$ cat src/rtl/ext_bus_ctrl_if.sv
// Handshake and pad-side signal bundle for the external bus controller.
// master: the core / pad ring side. slave: the controller itself.
interface ext_bus_ctrl_if;
    // core request
    logic        req_valid;
    logic        req_ready;
    logic        req_we;
    logic [1:0]  req_size;
    logic        req_unsigned;
    logic [15:0] req_addr;
    logic [31:0] req_wdata;
    // core response
    logic        rsp_valid;
    logic        rsp_err;
    logic [31:0] rsp_rdata;
    // pad ring
    logic        bus_rdy_i;
    logic [31:0] bus_data_recv_b;
    logic        bus_en_o;
    logic        bus_we_o;
    logic [1:0]  bus_size_o;
    logic [15:0] bus_addr_o;
    logic [31:0] bus_data_drv_b;
    logic        dbus_o_en_b;
    logic        dbus_i_en_b;

    modport master (
        output req_valid, req_we, req_size, req_unsigned, req_addr, req_wdata,
        output bus_rdy_i, bus_data_recv_b,
        input  req_ready, rsp_valid, rsp_err, rsp_rdata,
        input  bus_en_o, bus_we_o, bus_size_o, bus_addr_o, bus_data_drv_b,
        input  dbus_o_en_b, dbus_i_en_b
    );

    modport slave (
        input  req_valid, req_we, req_size, req_unsigned, req_addr, req_wdata,
        input  bus_rdy_i, bus_data_recv_b,
        output req_ready, rsp_valid, rsp_err, rsp_rdata,
        output bus_en_o, bus_we_o, bus_size_o, bus_addr_o, bus_data_drv_b,
        output dbus_o_en_b, dbus_i_en_b
    );
endinterface

$ cat src/rtl/ext_bus_ctrl.sv
// Core-side controller for the 16-bit address / 32-bit data external bus.
// Turns single load/store requests into a four-phase bus_en/bus_rdy
// transaction, synchronises bus_rdy_i, replicates store lanes, extracts and
// extends load data, and reports misalignment / illegal size / timeout.
module ext_bus_ctrl #(
    parameter int unsigned SYNC_STAGES = 2,
    parameter int unsigned TIMEOUT_CYC = 255
) (
    input  logic          clk_i,
    input  logic          a_reset_l_i,
    ext_bus_ctrl_if.slave bus
);

    localparam int unsigned CNT_W = (TIMEOUT_CYC > 0) ? $clog2(TIMEOUT_CYC + 1) : 1;
    // WAIT ends with an error once TIMEOUT_CYC wait cycles have elapsed
    localparam logic [CNT_W-1:0] CNT_LAST = (TIMEOUT_CYC > 0) ? CNT_W'(TIMEOUT_CYC - 1) : '0;

    typedef enum logic [1:0] {
        ST_IDLE,
        ST_WAIT,
        ST_DONE,
        ST_TURN
    } state_e;

    state_e                 state_q, state_d;
    logic [SYNC_STAGES-1:0] rdy_sync_q, rdy_sync_d;
    logic [CNT_W-1:0]       cnt_q, cnt_d;
    logic                   lat_we_q, lat_we_d;
    logic                   lat_uns_q, lat_uns_d;
    logic [1:0]             size_q, size_d;
    logic [15:0]            addr_q, addr_d;
    logic [31:0]            drv_q, drv_d;
    logic                   en_q, en_d;
    logic                   we_q, we_d;
    logic                   oen_q, oen_d;
    logic                   ien_q, ien_d;
    logic                   req_ready_q, req_ready_d;
    logic                   rsp_valid_q, rsp_valid_d;
    logic                   rsp_err_q, rsp_err_d;
    logic [31:0]            rsp_rdata_q, rsp_rdata_d;

    logic rdy_s;
    logic req_illegal;

    assign rdy_s = rdy_sync_q[SYNC_STAGES-1];

    assign req_illegal = (bus.req_size == 2'b11) ||
                         ((bus.req_size == 2'b01) && bus.req_addr[0]) ||
                         ((bus.req_size == 2'b10) && (bus.req_addr[1:0] != 2'b00));

    function automatic logic [31:0] lane_replicate(input logic [1:0] size,
                                                   input logic [31:0] wdata);
        case (size)
            2'b00:   lane_replicate = {4{wdata[7:0]}};
            2'b01:   lane_replicate = {2{wdata[15:0]}};
            default: lane_replicate = wdata;
        endcase
    endfunction

    function automatic logic [31:0] load_extract(input logic [1:0]  size,
                                                 input logic        uns,
                                                 input logic [1:0]  lane,
                                                 input logic [31:0] recv);
        logic [31:0] sh;
        logic [15:0] half;
        sh   = recv >> {lane, 3'b000};
        half = lane[1] ? recv[31:16] : recv[15:0];
        case (size)
            2'b00:   load_extract = uns ? {24'h000000, sh[7:0]} : {{24{sh[7]}}, sh[7:0]};
            2'b01:   load_extract = uns ? {16'h0000, half} : {{16{half[15]}}, half};
            default: load_extract = recv;
        endcase
    endfunction

    // next-state and registered-output computation
    always_comb begin
        state_d     = state_q;
        rdy_sync_d  = {rdy_sync_q[SYNC_STAGES-2:0], bus.bus_rdy_i};
        cnt_d       = '0;
        lat_we_d    = lat_we_q;
        lat_uns_d   = lat_uns_q;
        size_d      = size_q;
        addr_d      = addr_q;
        drv_d       = drv_q;
        en_d        = en_q;
        we_d        = we_q;
        oen_d       = oen_q;
        ien_d       = ien_q;
        rsp_valid_d = 1'b0;
        rsp_err_d   = 1'b0;
        rsp_rdata_d = '0;

        case (state_q)
            ST_IDLE: begin
                if (bus.req_valid && req_ready_q) begin
                    lat_we_d  = bus.req_we;
                    lat_uns_d = bus.req_unsigned;
                    size_d    = bus.req_size;
                    addr_d    = bus.req_addr;
                    drv_d     = lane_replicate(bus.req_size, bus.req_wdata);
                    if (req_illegal) begin
                        state_d     = ST_DONE;
                        rsp_valid_d = 1'b1;
                        rsp_err_d   = 1'b1;
                    end else begin
                        state_d = ST_WAIT;
                        en_d    = 1'b1;
                        we_d    = bus.req_we;
                        oen_d   = bus.req_we;
                        ien_d   = ~bus.req_we;
                    end
                end
            end
            ST_WAIT: begin
                if (rdy_s) begin
                    state_d     = ST_DONE;
                    rsp_valid_d = 1'b1;
                    rsp_rdata_d = lat_we_q ? '0
                                : load_extract(size_q, lat_uns_q, addr_q[1:0], bus.bus_data_recv_b);
                    en_d  = 1'b0;
                    we_d  = 1'b0;
                    oen_d = 1'b0;
                    ien_d = 1'b0;
                end else if ((TIMEOUT_CYC != 0) && (cnt_q == CNT_LAST)) begin
                    state_d     = ST_DONE;
                    rsp_valid_d = 1'b1;
                    rsp_err_d   = 1'b1;
                    en_d  = 1'b0;
                    we_d  = 1'b0;
                    oen_d = 1'b0;
                    ien_d = 1'b0;
                end else if (TIMEOUT_CYC != 0) begin
                    cnt_d = cnt_q + 1'b1;
                end
            end
            ST_DONE: begin
                state_d = ST_TURN;
            end
            default: begin
                state_d = ST_IDLE;
            end
        endcase

        // ready is registered so it is low in reset; it tracks IDLE & ~rdy_s exactly
        req_ready_d = (state_d == ST_IDLE) && !rdy_sync_d[SYNC_STAGES-1];
    end

    // state, synchroniser, counter and output registers
    always_ff @(posedge clk_i or negedge a_reset_l_i) begin
        if (!a_reset_l_i) begin
            state_q     <= ST_IDLE;
            rdy_sync_q  <= '0;
            cnt_q       <= '0;
            lat_we_q    <= 1'b0;
            lat_uns_q   <= 1'b0;
            size_q      <= '0;
            addr_q      <= '0;
            drv_q       <= '0;
            en_q        <= 1'b0;
            we_q        <= 1'b0;
            oen_q       <= 1'b0;
            ien_q       <= 1'b0;
            req_ready_q <= 1'b0;
            rsp_valid_q <= 1'b0;
            rsp_err_q   <= 1'b0;
            rsp_rdata_q <= '0;
        end else begin
            state_q     <= state_d;
            rdy_sync_q  <= rdy_sync_d;
            cnt_q       <= cnt_d;
            lat_we_q    <= lat_we_d;
            lat_uns_q   <= lat_uns_d;
            size_q      <= size_d;
            addr_q      <= addr_d;
            drv_q       <= drv_d;
            en_q        <= en_d;
            we_q        <= we_d;
            oen_q       <= oen_d;
            ien_q       <= ien_d;
            req_ready_q <= req_ready_d;
            rsp_valid_q <= rsp_valid_d;
            rsp_err_q   <= rsp_err_d;
            rsp_rdata_q <= rsp_rdata_d;
        end
    end

    assign bus.req_ready      = req_ready_q;
    assign bus.rsp_valid      = rsp_valid_q;
    assign bus.rsp_err        = rsp_err_q;
    assign bus.rsp_rdata      = rsp_rdata_q;
    assign bus.bus_en_o       = en_q;
    assign bus.bus_we_o       = we_q;
    assign bus.bus_size_o     = size_q;
    assign bus.bus_addr_o     = addr_q;
    assign bus.bus_data_drv_b = drv_q;
    assign bus.dbus_o_en_b    = oen_q;
    assign bus.dbus_i_en_b    = ien_q;

endmodule

$ cat src/flat_wrapper.sv
// flat-port wrapper written by rule: the top's interface ports become plain ports
module ext_bus_ctrl_flat 
#(
    parameter int unsigned SYNC_STAGES = 2,
    parameter int unsigned TIMEOUT_CYC = 255
)
  (clk_i, a_reset_l_i, bus_req_valid, bus_req_we, bus_req_size, bus_req_unsigned, bus_req_addr, bus_req_wdata, bus_bus_rdy_i, bus_bus_data_recv_b, bus_req_ready, bus_rsp_valid, bus_rsp_err, bus_rsp_rdata, bus_bus_en_o, bus_bus_we_o, bus_bus_size_o, bus_bus_addr_o, bus_bus_data_drv_b, bus_dbus_o_en_b, bus_dbus_i_en_b);
  ext_bus_ctrl_if bus_i ();
  input  logic clk_i;
  input  logic a_reset_l_i;
  input wire logic [$bits(bus_i.req_valid)-1:0] bus_req_valid;
  input wire logic [$bits(bus_i.req_we)-1:0] bus_req_we;
  input wire logic [$bits(bus_i.req_size)-1:0] bus_req_size;
  input wire logic [$bits(bus_i.req_unsigned)-1:0] bus_req_unsigned;
  input wire logic [$bits(bus_i.req_addr)-1:0] bus_req_addr;
  input wire logic [$bits(bus_i.req_wdata)-1:0] bus_req_wdata;
  input wire logic [$bits(bus_i.bus_rdy_i)-1:0] bus_bus_rdy_i;
  input wire logic [$bits(bus_i.bus_data_recv_b)-1:0] bus_bus_data_recv_b;
  output wire logic [$bits(bus_i.req_ready)-1:0] bus_req_ready;
  output wire logic [$bits(bus_i.rsp_valid)-1:0] bus_rsp_valid;
  output wire logic [$bits(bus_i.rsp_err)-1:0] bus_rsp_err;
  output wire logic [$bits(bus_i.rsp_rdata)-1:0] bus_rsp_rdata;
  output wire logic [$bits(bus_i.bus_en_o)-1:0] bus_bus_en_o;
  output wire logic [$bits(bus_i.bus_we_o)-1:0] bus_bus_we_o;
  output wire logic [$bits(bus_i.bus_size_o)-1:0] bus_bus_size_o;
  output wire logic [$bits(bus_i.bus_addr_o)-1:0] bus_bus_addr_o;
  output wire logic [$bits(bus_i.bus_data_drv_b)-1:0] bus_bus_data_drv_b;
  output wire logic [$bits(bus_i.dbus_o_en_b)-1:0] bus_dbus_o_en_b;
  output wire logic [$bits(bus_i.dbus_i_en_b)-1:0] bus_dbus_i_en_b;
  assign bus_i.req_valid = bus_req_valid;
  assign bus_i.req_we = bus_req_we;
  assign bus_i.req_size = bus_req_size;
  assign bus_i.req_unsigned = bus_req_unsigned;
  assign bus_i.req_addr = bus_req_addr;
  assign bus_i.req_wdata = bus_req_wdata;
  assign bus_i.bus_rdy_i = bus_bus_rdy_i;
  assign bus_i.bus_data_recv_b = bus_bus_data_recv_b;
  assign bus_req_ready = bus_i.req_ready;
  assign bus_rsp_valid = bus_i.rsp_valid;
  assign bus_rsp_err = bus_i.rsp_err;
  assign bus_rsp_rdata = bus_i.rsp_rdata;
  assign bus_bus_en_o = bus_i.bus_en_o;
  assign bus_bus_we_o = bus_i.bus_we_o;
  assign bus_bus_size_o = bus_i.bus_size_o;
  assign bus_bus_addr_o = bus_i.bus_addr_o;
  assign bus_bus_data_drv_b = bus_i.bus_data_drv_b;
  assign bus_dbus_o_en_b = bus_i.dbus_o_en_b;
  assign bus_dbus_i_en_b = bus_i.dbus_i_en_b;
  ext_bus_ctrl #(.SYNC_STAGES(SYNC_STAGES), .TIMEOUT_CYC(TIMEOUT_CYC)) u_core (.clk_i(clk_i), .a_reset_l_i(a_reset_l_i), .bus(bus_i));
endmodule
$ cat config.mk
export PLATFORM = sky130hd
export DESIGN_NAME = ext_bus_ctrl_flat
export DESIGN_NICKNAME = d
export VERILOG_FILES = /design/src/rtl/ext_bus_ctrl_if.sv /design/src/rtl/ext_bus_ctrl.sv /design/src/flat_wrapper.sv
export SDC_FILE = /design/constraint.sdc
export NUM_CORES = 1
export LEC_CHECK = 0
export ABC_AREA = 1
export CAP_MARGIN = 10
export CORE_UTILIZATION = 45
export DETAILED_ROUTE_END_ITERATION = 6
export DONT_BUFFER_PORTS = 1
export PLACE_DENSITY = 0.59
export SYNTH_ARGS = -nofsm -noshare
export SYNTH_HDL_FRONTEND = slang
export SYNTH_SLANG_ARGS = --single-unit
$ cat constraint.sdc
create_clock -name clk_i -period 1.8 [get_ports clk_i]
set_input_delay 0.18 -clock clk_i [delete_from_list [all_inputs] [get_ports clk_i]]
set_output_delay 0.18 -clock clk_i [all_outputs]
set_load 0.05 [all_outputs]
# == Word level (Yosys, flattened, before mapping) ==
# Index checks and enable logic that the tools add are counted.
# totals
regBits,102
elab_cells,77
input_bits,88
# classes
add_sub_neg,1
muxes,34
eq_ne,10
n_reduce_logical,15
n_shift,1
bitwise,1
# ops
cell,n
$mux 32,5
$pmux 32 s2,2
$shr 32x5->8,1
$mux 8,3
$mux 16,1
$mux 1,13
$pmux 1 s2,5
$add 8x1->8 const B,1
$eq 8x8->1 const B,1
$logic_not 2->1,4
$mux 2,4
$eq 2x1->1 const B,3
$eq 2x2->1 const B,3
$pmux 2 s3,1
$logic_and 1x1->1,4
$reduce_and 4->1,1
$reduce_bool 2->1,2
$ne 3x1->1 const B,1
$logic_or 1x1->1,2
$ne 2x1->1 const B,1
$ne 2x2->1 const B,1
$reduce_and 2->1,1
$logic_not 1->1,1
$not 1->1,1

# == Longest topological paths before layout ==
# logic_depth
ltp_word,9
ltp_mapped,11

# == Worst setup path before layout ==
# No wires, ideal clock.
# synth_timing
path_type,reg2reg
start,reg u_core.size_q[0] (netlist: u_core.bus.bus_size_o[0])
end,reg u_core.rsp_rdata_q[21] (netlist: u_core.bus.rsp_rdata[21])
arrival_time_ps,1618
period_less_slack_ps,1739
path_slack_ps,61
stages_incl_launch_ff,11
required_time_ps,1679
cell_sequence,dfrtp_1 > bufinv_8 > nand2_4 > nor2_1 > nand2_1 > nand2_2 > nand2_4 > nand3_4 > nand2_4 > buf_12 > nor2_4
# synth_between
elab_chain_cells,5
elab_cells_between_ends,6
cone_classes,eq/ne (1); mux (4); reduce/logical (1)
# synth_lines
element,line_no,rtl
start: declaration,ext_bus_ctrl.sv:30,"logic [1:0] size_q, size_d;"
start signal: assignment,ext_bus_ctrl.sv:173,size_q <= size_d;
$eq 2x1->1 or $logic_not 2->1 (tied branches),ext_bus_ctrl.sv:68,case (size)
$pmux 32 s2 *,ext_bus_ctrl.sv:68,
$mux 32 *,ext_bus_ctrl.sv:118,rsp_rdata_d = lat_we_q ? '0
$mux 32 *,ext_bus_ctrl.sv:115,if (rdy_s) begin
$mux 32 *,ext_bus_ctrl.sv:93,case (state_q)
via u_core.rsp_rdata_d[21],ext_bus_ctrl.sv:40,"logic [31:0] rsp_rdata_q, rsp_rdata_d;"
end signal: assignment,ext_bus_ctrl.sv:183,rsp_rdata_q <= rsp_rdata_d;
end: declaration,ext_bus_ctrl.sv:40,
# Mark *: on every way through the listed nets, which the timed path passes. The rest lies on a longest branch.
# A chain may end at the register's enable or synchronous reset.

# == Worst setup path after layout ==
# layout_timing
start,in bus_req_size[0]
end,reg u_core.drv_q[31] (netlist: u_core.bus.bus_data_drv_b[31])
# layout_between
elab_chain_cells,2
elab_cells_between_ends,3
cone_classes,eq/ne (1); mux (1); reduce/logical (1)
# layout_lines
element,line_no,rtl
start: declaration,flat_wrapper.sv:13,input wire logic [$bits(bus_i.req_size)-1:0] bus_req_size;
$eq 2x1->1 or $logic_not 2->1 (tied branches),ext_bus_ctrl.sv:53,case (size)
$pmux 32 s2 *,ext_bus_ctrl.sv:53,
end signal: assignment,ext_bus_ctrl.sv:175,drv_q <= drv_d;
end: declaration,ext_bus_ctrl.sv:32,"logic [31:0] drv_q, drv_d;"
# Mark *: on every way between the ends. The rest lies on a longest branch, timed or not.

==> reports/results.ini <==
[outcome]
status=complete, but fails checks
violations=negative hold slack

[worst_hold_path]
min_path_type=in -> async

[critical_path]
crit_type=in -> reg
end_kind=flip-flop
worst_ep_required_time_ns=2.04
startpoint_type=primary input
arrival_ns=1.87
cp_max_fo=8

[detailed_routing]
dr_total_vias=4004
wl_mm=12.4
drt_iter0_markers=287
drtPass1Iterations=5
ant_nets=0
drt-wirelength-per-cell_um=15.9
drc=0
via_per_inst=5.15

[timing]
fin_crit_sh=0.906
setup_viol=0
min_period_ns=1.63
holdWs_ns=-0.503
tightestPinTransition_ns=0.542
clock_skew_ns=0.00667
worst_slack_ns=0.169
rsz0062_at_grt=false
hold_viol_final=102
max_slew_margin=0.639
max_freq_mhz=613
finalSetupTns_ns=0
slew_viol_final=0

[floorplanning]
core_mm2=0.00991
die_w_um=104
num_io_pins=177
floorplan.die_area_mm2=0.0108
die_h_um=104
start_util=0.470
rows=36

[cts]
cts_tree=done
hold_buffers=80
clk_path_buf_depth=2
clk_root_buffer_cell=clkbuf_8
h-tree-depth=3
insertion_delay_ns=0.36
cts_buffers=9
cts.clk_slew.worst_paths_ns=0.09
post_cts_buffers=0
cts.sinks=102

[placement]
dp_cells=682
portBuffers=0
dp_slack_ns=0.202
dp_hpwl_mm=8.01
place_congestion=0.864
dpl-instance-area_mm2=0.00484

[global_routing]
grt_usage=0.236
grt_max_degree=103
grt_pass1_vias=4055
overflow=0
grt_antenna_before_repair=0
grt_pass1_wl_mm=20.1

[job]
cap_violations=0

[cells_and_area]
multi_input_area_mm2=0.00179
drive_gt1_frac=0.0961
fillCellCount=859
final_cells=778
syn_to_final_growth_pct=25.6
area.sequential_mm2=0.00255
num_antenna_cells=0
finalInstanceArea_mm2=0.00585
final_nets=730

[synth]
synth_area_per_cell_um2=8.41
ys_warn_count=0
yosysSeqAreaShare=0.548
netlist_instances=554
syn_area_mm2=0.00466
ys_ff_latch=102
synth_cell_types=32
synth_nets=644

[power_and_ir_drop]
finalPower_w=0.00995
peakVddDrop_uv=1010
leakagePower_nw=2.99
p_per_area_mw_per_mm2=1700

## layer usage
layer	wire, µm	up-vias	GRT usage
met1	5160	1847	0.299
met4	583	0	0.155
met2	5650	206	0.357
met3	960	52	0.0623
li1	-	1899	-
met5	0	-	0
## layout by cell type (no fill, tap or decap), drive strengths merged, types with 4 or more instances in the layout
cell	n
or2	7
o211ai	7
xor2	4
inv	43
o21ai	16
dfrtp	102
nand2	194
nor3	4
a31oi	7
buf	16
dlygate4sd3	80
nor2	78
clkbuf	14
nand3	17
a21oi	48
## cells by family after synthesis
family / synth area share
compound gates: 0.0894
xor+xnor: 0.00752
fa+ha+maj: 0.00537
buf+inv: 0.0685
flops: 0.548
simple gates: 0.281
## per-stage QoR
| step | utilization | hold WS, ns |
|---|---|---|
| floorplan | - | -0.116 |
| global placement | 0.489 | -0.113 |
| detailed placement | 0.489 | -0.113 |
| CTS | 0.591 | -0.520 |
| global route | 0.591 | -0.523 |
| finish | 0.591 | -0.503 |
## synth_stat cells
master      n  share of area
nand3b_1    1         0.0016
clkinv_2    1         0.0011
nand3_2     1         0.0021
nand2_2     1         0.0013
nor3_1      4         0.0043
inv_2       2         0.0016
buf_2       7         0.0075
a31oi_1     7         0.0094
nor2_1     66          0.053
xor2_1      4         0.0075
bufinv_8    1         0.0038
nand2_1   190           0.15
buf_1       3         0.0024
clkbuf_1    7         0.0056
o21ai_0    16          0.017
nor2_2      1         0.0013
nand3_4     1         0.0038
nand2_4     3         0.0072
or2_2       7         0.0094
nor2_4     11          0.027
inv_6       1         0.0019
inv_1      39          0.031
ha_1        2         0.0054
and3_1      1         0.0013
inv_8       1         0.0024
dfrtp_1   102           0.55
buf_6       2         0.0048
buf_12      1         0.0043
a21oi_1    48          0.052
nand3_1    15          0.016
buf_4       1         0.0016
o211ai_1    7          0.011
## worst max-delay path, stage by stage
cell and delay, ns:
dlygate4sd3_1 0.55, inv_1 0.09, nor2_1 0.04, buf_4 0.16, nand2_1 0.06, nand2_1 0.06
a21oi_1 0.10, dlygate4sd3_1 0.56, o21ai_1 0.07
## where the power goes
| group | internal, W | total [W] | switching (W) |
|---|---|---|---|
| Sequential | 0.00297 | 0.00569 | 0.00272 |
| Combinational | 0.00103 | 0.00275 | 0.00172 |
| Clock | 0.000762 | 0.00151 | 0.000753 |
| Total | 0.00476 | 0.00995 | 0.00520 |
## layout make-up
cell class / count / area share
clock inverter: 2 / 0.00663
tap: 133 / 0.0284
clock buffer: 14 / 0.0295
timing repair buffer: 96 / 0.159
multi-input combinational: 386 / 0.306
inverter: 45 / 0.0336
sequential: 102 / 0.436
## what timing repair did
item	CTS	global route
resized for setup	0	1
hold endpoints to repair	170	102
setup endpoints to repair	0	1
## sequential cells by signal (all words and copies together), names as in the netlist, 2 cells and up
name	cells
u_core.bus.bus_data_drv_b	32
u_core.bus.rsp_rdata	32
u_core.bus.bus_addr_o	16
u_core.cnt_q	8
u_core.bus.bus_size_o	2
u_core.rdy_sync_q	2
u_core.state_q	2
## worst paths after layout
kind | startpoint | endpoint | slack, ns | cells after the start
max in group asynchronous | a_reset_l_i | u_core.bus.rsp_rdata[16] | 2.11 | 0
hold / removal | a_reset_l_i | u_core.bus.rsp_rdata[30] | -0.50 | 0
min in group clk_i | bus_req_wdata[0] | u_core.bus.bus_data_drv_b[16] | 0.02 | 2
hold reg to reg | u_core.rdy_sync_q[0] | u_core.rdy_sync_q[1] | 0.38 | 0
setup reg to reg | u_core.bus.bus_addr_o[1] | u_core.bus.rsp_rdata[17] | 0.17 | 9
setup / recovery | bus_req_size[0] | u_core.bus.bus_data_drv_b[31] | 0.17 | 9
Power figures use the tool's default switching activity.
